==> src/rtl/dds_voice_scheduler.sv <==
// Time-multiplexed DDS voice scheduler: one shared waveform generator serves all voices per sample frame.
// Optional build macro PHASE_SYNC_ON_GATE_EN: a gate 0->1 config write hard-syncs that voice's phase to 0.
module dds_voice_scheduler #(
   parameter int N_VOICES = 4,
   parameter int VID_W    = 2,
   parameter int PHASE_W  = 14,
   parameter int WAVE_W   = 12
) (
   input  logic                    clk,
   input  logic                    rst,
   input  logic                    sample_tick,
   input  logic                    cfg_we,
   input  logic [VID_W-1:0]        cfg_addr,
   input  logic [PHASE_W-1:0]      cfg_inc,
   input  logic                    cfg_gate,
   output logic [PHASE_W-1:0]      phase_out,
   output logic                    phase_valid,
   output logic [VID_W-1:0]        voice_id,
   input  logic [WAVE_W-1:0]       wave_in,
   output logic [WAVE_W+VID_W-1:0] mix_out,
   output logic                    mix_valid,
   output logic                    busy,
   output logic                    overrun
);
   localparam int MIX_W = WAVE_W + VID_W;

   typedef enum logic [1:0] {IDLE, STEP, SAMPLE, DONE} state_t;

   state_t             state_reg, state_next;
   logic [PHASE_W-1:0] phase_reg [N_VOICES];
   logic [PHASE_W-1:0] phase_next [N_VOICES];
   logic [PHASE_W-1:0] inc_reg [N_VOICES];
   logic [PHASE_W-1:0] inc_next [N_VOICES];
   logic [N_VOICES-1:0] gate_reg, gate_next;
   logic [VID_W-1:0]   idx_reg, idx_next;
   logic [MIX_W-1:0]   acc_reg, acc_next;
   logic [PHASE_W-1:0] phase_out_reg, phase_out_next;
   logic               phase_valid_reg, phase_valid_next;
   logic [VID_W-1:0]   voice_id_reg, voice_id_next;
   logic [MIX_W-1:0]   mix_out_reg, mix_out_next;
   logic               mix_valid_reg, mix_valid_next;
   logic               overrun_reg, overrun_next;
   logic [PHASE_W-1:0] stepped_phase;

   assign stepped_phase = phase_reg[idx_reg] + inc_reg[idx_reg];

   always_comb begin
      state_next       = state_reg;
      idx_next         = idx_reg;
      acc_next         = acc_reg;
      gate_next        = gate_reg;
      phase_out_next   = phase_out_reg;
      phase_valid_next = phase_valid_reg;
      voice_id_next    = voice_id_reg;
      mix_out_next     = mix_out_reg;
      mix_valid_next   = 1'b0;
      overrun_next     = overrun_reg;
      for (int i = 0; i < N_VOICES; i++) begin
         phase_next[i] = phase_reg[i];
         inc_next[i]   = inc_reg[i];
      end

      case (state_reg)
         IDLE: begin
            phase_valid_next = 1'b0;
            if (sample_tick) begin
               idx_next   = '0;
               acc_next   = '0;
               state_next = STEP;
            end
         end
         STEP: begin
            if (gate_reg[idx_reg]) begin
               phase_next[idx_reg] = stepped_phase;
               phase_out_next      = stepped_phase;
               phase_valid_next    = 1'b1;
            end else begin
               phase_out_next   = phase_reg[idx_reg];
               phase_valid_next = 1'b0;
            end
            voice_id_next = idx_reg;
            state_next    = SAMPLE;
         end
         SAMPLE: begin
            if (phase_valid_reg)
               acc_next = acc_reg + MIX_W'(wave_in);
            if (idx_reg == VID_W'(N_VOICES - 1)) begin
               state_next = DONE;
            end else begin
               idx_next   = idx_reg + 1'b1;
               state_next = STEP;
            end
         end
         DONE: begin
            mix_out_next     = acc_reg;
            mix_valid_next   = 1'b1;
            phase_valid_next = 1'b0;
            state_next       = IDLE;
         end
         default: state_next = IDLE;
      endcase

      if (sample_tick && state_reg != IDLE)
         overrun_next = 1'b1;

      // Config lands after the STEP update, so the sync clear overrides a same-cycle step.
      if (cfg_we) begin
         inc_next[cfg_addr]  = cfg_inc;
         gate_next[cfg_addr] = cfg_gate;
`ifdef PHASE_SYNC_ON_GATE_EN
         if (!gate_reg[cfg_addr] && cfg_gate)
            phase_next[cfg_addr] = '0;
`else
`endif
      end
   end

   always_ff @(posedge clk) begin
      if (rst) begin
         state_reg       <= IDLE;
         idx_reg         <= '0;
         acc_reg         <= '0;
         gate_reg        <= '0;
         phase_out_reg   <= '0;
         phase_valid_reg <= 1'b0;
         voice_id_reg    <= '0;
         mix_out_reg     <= '0;
         mix_valid_reg   <= 1'b0;
         overrun_reg     <= 1'b0;
         for (int i = 0; i < N_VOICES; i++) begin
            phase_reg[i] <= '0;
            inc_reg[i]   <= '0;
         end
      end else begin
         state_reg       <= state_next;
         idx_reg         <= idx_next;
         acc_reg         <= acc_next;
         gate_reg        <= gate_next;
         phase_out_reg   <= phase_out_next;
         phase_valid_reg <= phase_valid_next;
         voice_id_reg    <= voice_id_next;
         mix_out_reg     <= mix_out_next;
         mix_valid_reg   <= mix_valid_next;
         overrun_reg     <= overrun_next;
         for (int i = 0; i < N_VOICES; i++) begin
            phase_reg[i] <= phase_next[i];
            inc_reg[i]   <= inc_next[i];
         end
      end
   end

   assign phase_out   = phase_out_reg;
   assign phase_valid = phase_valid_reg;
   assign voice_id    = voice_id_reg;
   assign mix_out     = mix_out_reg;
   assign mix_valid   = mix_valid_reg;
   assign overrun     = overrun_reg;
   assign busy        = (state_reg != IDLE);
endmodule
==> config.mk <==
export PLATFORM = sky130hd
export DESIGN_NAME = dds_voice_scheduler
export DESIGN_NICKNAME = d
export VERILOG_FILES = /design/src/rtl/dds_voice_scheduler.sv
export SDC_FILE = /design/constraint.sdc
export NUM_CORES = 1
export LEC_CHECK = 0
export ABC_AREA = 1
export CORE_MARGIN = 1.5
export CORE_UTILIZATION = 50
export DETAILED_ROUTE_END_ITERATION = 7
export GPL_TIMING_DRIVEN = 1
export PLACE_DENSITY = 0.77
export SLEW_MARGIN = 20
export SYNTH_ARGS = -nofsm -noshare
export SYNTH_HDL_FRONTEND = slang
export SYNTH_SLANG_ARGS = --single-unit
export TNS_END_PERCENT = 50
==> constraint.sdc <==
create_clock -name clk -period 8.05 [get_ports clk]
set_input_delay 1.61 -clock clk [delete_from_list [all_inputs] [get_ports clk]]
set_output_delay 1.61 -clock clk [all_outputs]
set_load 0.005 [all_outputs]
* Word-level counts from Yosys, hierarchy flattened
Memories as Yosys holds them, arrays and structs flattened. A register that Yosys moved wholly into a read port is not among the register bits.
Index checks and enable logic that the tools add are counted.
** Cells by class
- Add/subtract/negate cells :: 3
- Magnitude comparators :: 7
- Equality and inequality tests :: 7
- Mux-type cells :: 42
- Bitwise gates (word level) :: 10
- Reductions and logical operators :: 11
** Operators with widths (number)
- two-way mux 14 bit :: 13
- two-way mux 56 bit :: 3
- bitwise mux 56 bit :: 2
- demux 14 bit (select 2 bit) :: 2
- one-hot mux 14 bit (2 select lines) :: 1
- two-way mux 2 bit :: 8
- adder 14 x 12 -> 14 bit :: 1
- adder 14 bit :: 1
- OR 1 bit :: 8
- one-hot mux 2 bit (4 select lines) :: 1
- two-way mux 1 bit :: 7
- equality test 2 bit (second input constant) :: 3
- >= comparator 3 bit (second input constant) :: 2
- < comparator 2 x 3 -> 1 bit (second input constant) :: 2
- < comparator 3 x 1 -> 1 bit (second input constant) :: 2
- inequality test 2 bit (second input constant) :: 3
- NOT 2 -> 3 bit :: 2
- AND reduction 3 bit :: 2
- nonzero test 2 bit :: 3
- bitwise mux 4 bit :: 1
- logical AND 1 bit :: 4
- one-hot mux 2 bit (2 select lines) :: 1
- adder 2 x 1 -> 2 bit (second input constant) :: 1
- binary-select mux 1 bit (select 2 bit) :: 1
- 6 further kinds :: 6
** Word-level totals
- Register bits after elaboration :: 55
- Bits in writable memories :: 112
- Input bits :: 33
- Output and inout port bits :: 34
- Logic and storage cells :: 92
- Memories kept :: 2
** Memories
- inc_reg :: words 4, bits a word 14, rd ports 5, clocked after Yosys merged registers in 1, write ports 4, line 32 : logic [PHASE_W-1:0] inc_reg [N_VOICES];
- phase_reg :: words 4, bits a word 14, rd ports 5, clocked after Yosys merged registers in 1, write ports 4, line 30 : logic [PHASE_W-1:0] phase_reg [N_VOICES];

* Longest topological paths before layout
Gate-level depths: netlist of the first run.
- Word-level depth :: 9
- Mapped depth :: 19
- Depth with buffers taken out :: 17

* Worst setup path after synthesis of the first run
No wires, ideal clock.
- Kind :: input port to flip-flop
- From :: in wave_in[0]
- To :: reg acc_reg[12]
- Setup time :: 115 ps
- Arrival time :: 2821 ps
- Data required time :: 7935 ps
- Path slack :: 5114 ps
- Stages :: 13
- Buffers on the path :: 0
- Cells stage by stage :: ha_1 -> inv_1 -> fa_1 -> inv_1 -> nand3_1 -> nand2_1 -> nand2_1 -> nand2_1 -> nand2_1 -> nand3_1 -> nand3_1 -> nand2_1 -> nor2_1
** Between the ends
- Word-level cells in the longest chain between the ends :: 3
** Ends and longest elaborated chain
- from (decl) :: line 19 : input logic [WAVE_W-1:0] wave_in,
- adder 14 x 12 -> 14 bit :: line 86 : acc_next = acc_reg + MIX_W'(wave_in);
- two-way mux 14 bit :: line 85 : if (phase_valid_reg)
- one-hot mux 14 bit (2 select lines) :: line 63 : case (state_reg)
- to (signal assigned) :: line 137 : acc_reg <= acc_next;
- to (decl) :: line 36 : logic [MIX_W-1:0] acc_reg, acc_next;
No other way between the ends. The select of a mux whose other input is x is not followed.
A chain may end at the register's enable or synchronous reset.

==> results of run 1 <==
==> power groups by stage <==
stage          sequential [µW]  combinational, µW  clock [µW]
5_1_grt                    912                393         809
4_1_cts                    907                351         776
3_3_place_gp               924                343           0
6_report                   907                352         765
3_5_place_dp               925                348           0
2_1_floorplan              920                226           0
==> routing by layer <==
layer | up-vias | wire length (µm) | GRT usage
li1 | 4096 | - | -
met5 | - | 0 | 0
met4 | 0 | 519 | 0.0996
met2 | 215 | 9790 | 0.403
met3 | 40 | 981 | 0.0396
met1 | 3618 | 9680 | 0.313
==> how the worst max path moves through the flow <==
stage          slack (ns)               to  cells after the start
2_1_floorplan        5.11      acc_reg[12]                     13
3_3_place_gp         4.30   inc_reg[2][13]                      6
3_5_place_dp         4.25      acc_reg[12]                      8
4_1_cts              4.33  phase_reg[0][8]                     16
5_1_grt              3.92  phase_reg[2][4]                     14
6_report             4.29  phase_reg[0][8]                     16
==> through the flow <==
stage | area (µm²) | util | power (µW)
finish | 9750 | 0.586 | 2020
global route | 9750 | 0.586 | 2110
CTS | 9750 | 0.586 | 2030
detailed placement | 9210 | 0.553 | 1270
global placement | 9210 | 0.553 | 1270
floorplan | 8530 | - | 1150
==> cells by family after synthesis <==
family	share of synthesized area
compound gates	0.218
xor+xnor	0.00616
fa+ha+maj	0.0560
buf+inv	0.0991
flops	0.397
simple gates	0.224
==> cell type report <==
| class | count | share of cell area |
|---|---|---|
| multi-input cells | 862 | 0.442 |
| repair buffers | 71 | 0.0716 |
| well taps | 220 | 0.0282 |
| flip-flops and latches | 169 | 0.347 |
| clock buffers | 24 | 0.0484 |
| clock inverters | 7 | 0.00719 |
| inverters | 143 | 0.0561 |
==> worst max-delay path, delay by kind of cell, from the launching register on <==
kind | cells | cell delay, ns
adders and majority gates | 2 | 0.61
DFF | 1 | 0.30
and+or+nand+nor | 4 | 0.68
buffers and inverters | 5 | 1.26
AOI/OAI and AO/OA | 5 | 0.85
==> placed cells by master (no fill, tap or decap), types with 2 or more instances in the layout <==
cell / instances
inv_1: 135
o211ai_1: 10
o21ai_1: 18
xnor2_1: 3
inv_4: 4
nand3_1: 58
nor3_1: 4
nand2_4: 5
a21o_1: 2
a31oi_1: 2
o22ai_1: 5
clkinv_2: 2
nand2_1: 210
clkbuf_8: 2
clkbuf_16: 17
buf_4: 5
dfxtp_1: 169
clkinvlp_4: 4
a21oi_1: 165
nor2_1: 172
fa_1: 2
nor2_2: 2
o21bai_1: 3
clkdlybuf4s50_1: 66
o21ai_0: 145
nand3_2: 3
clkbuf_1: 5
nand4_1: 3
inv_2: 4
xor2_1: 3
or2_2: 3
ha_1: 35
and2_1: 2
==> impl_metrics.env, run 1 <==
export IMPL_relSlewSlack=0.279
export IMPL_nets=1334
export IMPL_setup_ws_ns=4.29
export IMPL_die_x_um=134
export IMPL_ys_warn_count=0
export IMPL_cts_resized=0
export IMPL_fin_hold_ws_ns=0.445
export IMPL_yosysSeqAreaShare=0.397
export IMPL_placed_cells=1465
export IMPL_path_cells="buf_4 -> inv_2 -> o21ai_0 -> a21oi_1 -> a21oi_1 -> ha_1 -> inv_1 -> fa_1 -> inv_1 -> nand3_1 -> nand3_1 -> a21oi_1 -> or2_2 -> nand2_1 -> o21ai_0 -> inv_1"
export IMPL_setup_viol=0
export IMPL_cts_tree="built"
export IMPL_antenna_found_initial=0
export IMPL_grt_max_degree=125
export IMPL_drt_wirelength_per_cell_um=14.0
export IMPL_leakagePower_uw=0.00427
export IMPL_synthTopCellsByArea="dfxtp_1 40%, a21oi_1 9.7%, nand2_1 9.2%"
export IMPL_htreeDepth=4
export IMPL_p_seq_frac=0.448
export IMPL_cts_clk_slew_worst_paths_ns=0.06
export IMPL_drtIter0Drc=750
export IMPL_initial_utilization=0.513
export IMPL_powerDensity_nw_per_um2=208
export IMPL_dpl_worst_slack_ns=4.25
export IMPL_drt_total_wl_um=21000
export IMPL_p_comb_frac=0.174
export IMPL_clockBufferDepth=2
export IMPL_vdd_drop_max_mv=0.161
export IMPL_avgSynthCellArea_um2=6.91
export IMPL_clock_sinks=169
export IMPL_coreArea_um2=16600
export IMPL_grt_first_pass_wirelength_um=34900
export IMPL_ff2ff_setup_slack_ns=4.29
export IMPL_cts_hold_buf=0
export IMPL_cp_slowest_cell="inv_2"
export IMPL_cts_root_buf="clkbuf_16"
export IMPL_grt_pass1_vias=7294
export IMPL_synth_distinct_cells=38
export IMPL_skew_ns=0.0105
export IMPL_ys_seq_elements=169
export IMPL_hold_path_class="flop to flop"
export IMPL_yosys_area_top_type="dfxtp_1"
export IMPL_tightestPinTransition_ns=1.08
export IMPL_gr_total_overflow=0
export IMPL_hold_violations=0
export IMPL_startpoint_type="flop"
export IMPL_path_max_fanout=61
export IMPL_grtUsageTotal=0.242
export IMPL_synth_edff_count=0
export IMPL_worstHoldPathCells=2
export IMPL_numCtsBuffers=17
export IMPL_synthToLayoutAreaGrowth_pct=14.3
export IMPL_critPathArrivalTime_ns=4.14
export IMPL_fmax_ghz=0.266
export IMPL_ys_flop_type="dfxtp_1"
export IMPL_syn_nets=1305
export IMPL_pin_count=67
export IMPL_rsz0062_at_grt="false"
export IMPL_vias=7969
export IMPL_ant_nets=0
export IMPL_end_kind="flop"
export IMPL_switching_share=0.284
export IMPL_drt_pass1_iterations=5
export IMPL_cp_slowest_stage_delay_ns=0.57
export IMPL_required_ns=8.42
export IMPL_antenna_cells=0
export IMPL_viasPerCell=5.33
export IMPL_r2r_end="phase_reg[0][8]"
export IMPL_cap_viol_max_count=0
export IMPL_fillCellCount=1547
export IMPL_internal_power_uw=1450
export IMPL_post_cts_buffers=0
export IMPL_multi_input_area_um2=4310
export IMPL_worstRegToRegCells=16
export IMPL_switchingPower_uw=575
export IMPL_p_clk_frac=0.378
export IMPL_clk_latency_ns=0.43
export IMPL_synth_commonest_cells="210 x nand2_1, 172 x nor2_1, 169 x dfxtp_1"
export IMPL_dp_hpwl_um=13900
export IMPL_io_buffers=66
export IMPL_drive_gt1_frac=0.0439
export IMPL_finalCritPeriodShare=0.468
export IMPL_post_layout_nonfiller_instances=1496
export IMPL_drv_slew=0
export IMPL_hold_start="inc_reg[3][4]"
export IMPL_path_class="flop to flop"
export IMPL_synthCells=1235
export IMPL_post_synth_top_count_cell="nand2_1"
export IMPL_regArea_um2=3380
export IMPL_fin_tns_setup_ns=0
export IMPL_die_area_um2=17900
export IMPL_synthArstFlopShare=0
export IMPL_status="finished, final reports clean"
export IMPL_die_height_um=134
export IMPL_gp_congestion=0.892
export IMPL_holdPathEnd="inc_reg[3][4]"
export IMPL_synth_top_area_frac=0.397
export IMPL_min_period_ns=3.76
export IMPL_rows=47
export IMPL_drc=0
export IMPL_syn_area_um2=8530
Power figures use the tool's default switching activity.
==> run 2, diff against run 1 <==
Clock period 8.05 ns to 3.7 ns, I/O delays scaled along.
==> impl_metrics.env, run 2 (same netlist as run 1, synthesis figures left out) <==
export IMPL_relSlewSlack=0.290
export IMPL_viasPerCell=5.38
export IMPL_end_kind="flop"
export IMPL_synthToLayoutAreaGrowth_pct=16.5
export IMPL_status="finished, final reports clean"
export IMPL_initial_utilization=0.513
export IMPL_ant_nets=0
export IMPL_clk_latency_ns=0.43
export IMPL_powerDensity_nw_per_um2=475
export IMPL_tightestPinTransition_ns=1.06
export IMPL_fin_tns_setup_ns=0
export IMPL_drive_gt1_frac=0.0507
export IMPL_nets=1340
export IMPL_internal_power_uw=3440
export IMPL_path_class="flop to flop"
export IMPL_vdd_drop_max_mv=0.454
export IMPL_required_ns=4.08
export IMPL_setup_viol=0
export IMPL_cp_slowest_cell="buf_4"
export IMPL_switchingPower_uw=1280
export IMPL_skew_ns=0.0108
export IMPL_drc=0
export IMPL_busiest_layer="met2"
export IMPL_path_buf_inv=4
export IMPL_cp_slowest_stage_delay_ns=0.47
export IMPL_p_clk_frac=0.418
export IMPL_grt_first_pass_wirelength_um=35700
export IMPL_cts_resized=0
export IMPL_grt_pass1_vias=7396
export IMPL_drt_total_wl_um=21400
export IMPL_grt_max_degree=54
export IMPL_die_height_um=134
export IMPL_cts_root_buf="clkbuf_16"
export IMPL_pin_count=67
export IMPL_crit_family="buffers and inverters"
export IMPL_path_max_fanout=53
export IMPL_p_comb_frac=0.165
export IMPL_hold_violations=0
export IMPL_die_area_um2=17900
export IMPL_grtUsageTotal=0.247
export IMPL_rsz0062_at_grt="false"
export IMPL_multi_input_area_um2=4300
export IMPL_min_period_ns=2.97
export IMPL_drt_pass1_iterations=6
export IMPL_hold_path_class="flop to flop"
export IMPL_clockBufferDepth=2
export IMPL_drv_slew=0
export IMPL_cpMostUsedCell="inv_1"
export IMPL_io_buffers=66
export IMPL_ff2ff_setup_slack_ns=0.73
export IMPL_fmax_ghz=0.337
export IMPL_coreArea_um2=16600
export IMPL_die_x_um=134
export IMPL_antenna_cells=0
export IMPL_rows=47
export IMPL_cts_hold_buf=0
export IMPL_clock_sinks=169
export IMPL_critPathArrivalTime_ns=3.34
export IMPL_use_met2=0.422
export IMPL_design_area_um2=9940
export IMPL_grt_util_met3=0.0506
export IMPL_antenna_found_initial=0
export IMPL_gr_total_overflow=0
export IMPL_fillCellCount=1542
export IMPL_numCtsBuffers=17
export IMPL_htreeDepth=4
export IMPL_vias=8084
export IMPL_leakagePower_uw=0.00438
export IMPL_startpoint_type="flop"
export IMPL_regArea_um2=3380
export IMPL_grtUsageMet1=0.317
export IMPL_switching_share=0.272
export IMPL_dp_hpwl_um=14400
export IMPL_cap_viol_max_count=0
export IMPL_post_dp_cell_area_um2=9290
export IMPL_finalCritPeriodShare=0.802
export IMPL_gp_congestion=0.950
export IMPL_drt_wirelength_per_cell_um=14.3
export IMPL_final_common_cell="nand2_1"
export IMPL_post_cts_buffers=0
export IMPL_mostFrequentLayoutCells="210 x nand2_1, 172 x nor2_1, 169 x dfxtp_1"
export IMPL_cts_clk_slew_worst_paths_ns=0.07
export IMPL_p_seq_frac=0.418
export IMPL_drtIter0Drc=583
export IMPL_path_cells="buf_4 -> o21ai_0 -> o22ai_1 -> ha_1 -> inv_1 -> fa_1 -> inv_1 -> nand3_1 -> nand3_1 -> a21oi_1 -> or2_2 -> nand2_1 -> o21ai_0 -> inv_1"
export IMPL_cts_tree="built"
-- run 2: tightest hold or removal path: stages, from the launching register on --
cell	delay (ns)
dfxtp_1	0.31
inv_1	0.05
a21oi_1	0.05
-- run 2: final timing paths --
check | startpoint | end | depth (start not counted)
setup / recovery | flop | phase_reg[3][8] | 14
hold / removal | inc_reg[3][11] | inc_reg[3][11] | 2
setup reg to reg | flop | phase_reg[3][8] | 14
hold reg to reg | inc_reg[3][11] | inc_reg[3][11] | 2
-- run 2: final cells by class --
| cell class | instances | area share |
|---|---|---|
| inverter | 143 | 0.0550 |
| multi-input combinational | 862 | 0.433 |
| sequential | 169 | 0.340 |
| tap | 220 | 0.0277 |
| clock inverter | 11 | 0.0195 |
| clock buffer | 20 | 0.0460 |
| timing repair buffer | 77 | 0.0786 |
-- run 2: power by group through the flow --
stage	clock network, µW	registers (µW)	logic (µW)
detailed placement	0	2010	769
finish	1970	1970	779
global placement	0	2010	757
CTS	1990	1970	776
global route	2060	1980	873
floorplan	0	2000	492
-- run 2: routing by layer --
layer | routed length (µm) | vias to the layer above
li1 | - | 4096
met1 | 9790 | 3733
met2 | 10200 | 222
met3 | 1100 | 33
met4 | 357 | 0
met5 | 0 | -
-- run 2: stage by stage --
| step | utilization | cells | power, µW | hold slack [ns] | setup WS (ns) |
|---|---|---|---|---|---|
| global route | 0.597 | 1502 | 4910 | 0.465 | 0.477 |
| floorplan | - | 1235 | 2490 | 0.423 | 0.992 |
| finish | 0.597 | 1502 | 4720 | 0.448 | 0.734 |
| global placement | 0.558 | 1471 | 2770 | 0.435 | 0.848 |
| detailed placement | 0.558 | 1471 | 2780 | 0.437 | 0.765 |
| CTS | 0.597 | 1502 | 4740 | 0.446 | 0.742 |
==> run 3, diff against run 2 <==
Clock period 3.7 ns to 3.03 ns, I/O delays scaled along.
==> impl_metrics.env, run 3 (same netlist as run 1, synthesis figures left out) <==
export IMPL_rsz0062_at_grt="false"
export IMPL_antenna_cells=0
export IMPL_cp_slowest_cell="dfxtp_2"
export IMPL_drt_total_wl_um=21300
export IMPL_numCtsBuffers=17
export IMPL_die_area_um2=17900
export IMPL_coreArea_um2=16600
export IMPL_setup_viol=0
export IMPL_post_layout_nonfiller_instances=1508
export IMPL_gr_total_overflow=0
export IMPL_grtUsageMet1=0.313
export IMPL_grt_first_pass_wirelength_um=35300
export IMPL_skew_ns=0.0104
export IMPL_drc=0
export IMPL_vias=8045
export IMPL_antenna_found_initial=0
export IMPL_synthToLayoutAreaGrowth_pct=16.6
export IMPL_drt_wirelength_per_cell_um=14.1
export IMPL_required_ns=3.39
export IMPL_design_area_um2=9950
export IMPL_crit_end="phase_out[10]"
export IMPL_path_cells="inv_2 -> buf_4 -> o21ai_0 -> o22ai_1 -> ha_1 -> nand2_1 -> a21oi_1 -> o21ai_0 -> nand4_1 -> nand3_1 -> nand2_1 -> a21oi_1"
export IMPL_path_class="flop to flop"
export IMPL_nets=1348
export IMPL_busiest_layer="met2"
export IMPL_startpoint_type="flop"
export IMPL_cp_slowest_stage_delay_ns=0.37
export IMPL_grt_pass1_vias=7329
export IMPL_drtIter0Drc=531
export IMPL_rows=47
export IMPL_leakagePower_uw=0.00439
export IMPL_fin_tns_setup_ns=0
export IMPL_initial_utilization=0.513
export IMPL_worstRegToRegCells=12
export IMPL_finalCritPeriodShare=0.928
export IMPL_die_height_um=134
export IMPL_hold_violations=0
export IMPL_end_kind="flop"
export IMPL_final_util=0.598
export IMPL_viasPerCell=5.33
export IMPL_ff2ff_setup_slack_ns=0.22
export IMPL_clockBufferDepth=2
export IMPL_grt_max_degree=54
export IMPL_cts_root_buf="clkbuf_16"
export IMPL_fillCellCount=1530
export IMPL_path_max_fanout=20
export IMPL_min_period_ns=2.81
export IMPL_critPathArrivalTime_ns=3.17
export IMPL_final_common_cell="nand2_1"
export IMPL_tightestPinTransition_ns=0.578
export IMPL_drv_slew=0
export IMPL_dp_hpwl_um=14500
export IMPL_r2r_end="phase_out[10]"
export IMPL_gp_congestion=0.943
export IMPL_hold_start="inc_reg[1][13]"
export IMPL_powerDensity_nw_per_um2=554
export IMPL_cts_clk_slew_worst_paths_ns=0.06
export IMPL_fmax_ghz=0.356
export IMPL_grtUsageTotal=0.244
export IMPL_grt_util_met3=0.0445
export IMPL_drt_pass1_iterations=7
export IMPL_use_met2=0.409
export IMPL_die_x_um=134
export IMPL_status="finished, final reports clean"
export IMPL_drive_gt1_frac=0.0567
export IMPL_cap_viol_max_count=0
export IMPL_clock_sinks=169
export IMPL_mostFrequentLayoutCells="210 x nand2_1, 172 x nor2_1, 168 x dfxtp_1"
export IMPL_cts_tree="built"
export IMPL_relSlewSlack=0.614
export IMPL_ant_nets=0
export IMPL_pin_count=67
export IMPL_post_dp_cell_area_um2=9350
export IMPL_clk_latency_ns=0.43
export IMPL_vdd_drop_max_mv=0.439
export IMPL_hold_path_class="flop to flop"
export IMPL_placed_cells=1478
export IMPL_htreeDepth=4
export IMPL_io_buffers=66
[run 3: changes by cell type in the layout (fill, tap and decap cells not counted), moves of 2 or more]
cell | previous run | this run
clkinv_4 | 2 | 0
bufinv_16 | 5 | 2
clkinv_2 | 2 | 4
buf_4 | 8 | 14
[run 3: power breakdown]
part	internal (µW)	total, µW	switching, µW
sequential	2340	2410	69.8
clock	1260	2120	857
combinational	383	986	603
[run 3: stage by stage]
step	hold slack (ns)	setup WS (ns)	total power, µW
after floorplan	0.423	0.322	3040
after global placement	0.431	0.387	3410
after detailed placement	0.436	0.324	3420
after CTS	0.445	0.273	5520
after global routing	0.458	0.0139	5750
final	0.446	0.220	5510
[run 3: worst max-delay path, delay by kind of cell, from the launching register on]
| kind | cells | cell delay (ns) |
|---|---|---|
| AND/OR/NAND/NOR | 4 | 0.69 |
| buffers and inverters | 2 | 0.54 |
| adder cells (fa/ha/maj) | 1 | 0.34 |
| AO/OA/AOI/OAI | 5 | 0.80 |
| flip-flops | 1 | 0.37 |
[run 3: area by class of cell]
class / instances / area [µm²] / area share
repair buffers: 85 / 871 / 0.0875
inverters: 143 / 547 / 0.0549
flip-flops and latches: 169 / 3380 / 0.340
clock inverters: 8 / 96.3 / 0.00968
clock buffers: 21 / 470 / 0.0473
well taps: 220 / 275 / 0.0277
multi-input cells: 862 / 4310 / 0.433
[run 3: worst min path at each step]
| stage | endpoint | slack (ns) | cells past startpoint |
|---|---|---|---|
| after floorplan | gate_reg[1] | 0.42 | 2 |
| final | inc_reg[1][13] | 0.45 | 2 |
| after global routing | inc_reg[1][13] | 0.46 | 2 |
| after CTS | inc_reg[1][13] | 0.44 | 2 |
| after global placement | inc_reg[3][8] | 0.43 | 2 |
| after detailed placement | inc_reg[1][13] | 0.44 | 2 |
[run 3: layer usage]
metal / share of wire / vias to the layer above
li1: - / 4103
met1: 0.45 / 3667
met2: 0.47 / 233
met3: 0.050 / 42
met4: 0.021 / 0
met5: 0 / -
[run 3: timing repair]
| item | CTS | global route |
|---|---|---|
| endpoints found under the setup margin | 0 | 4 |
| hold buffers | 0 | 0 |
| buffers inserted | 0 | 0 |
| gates resized for setup | 0 | 2 |
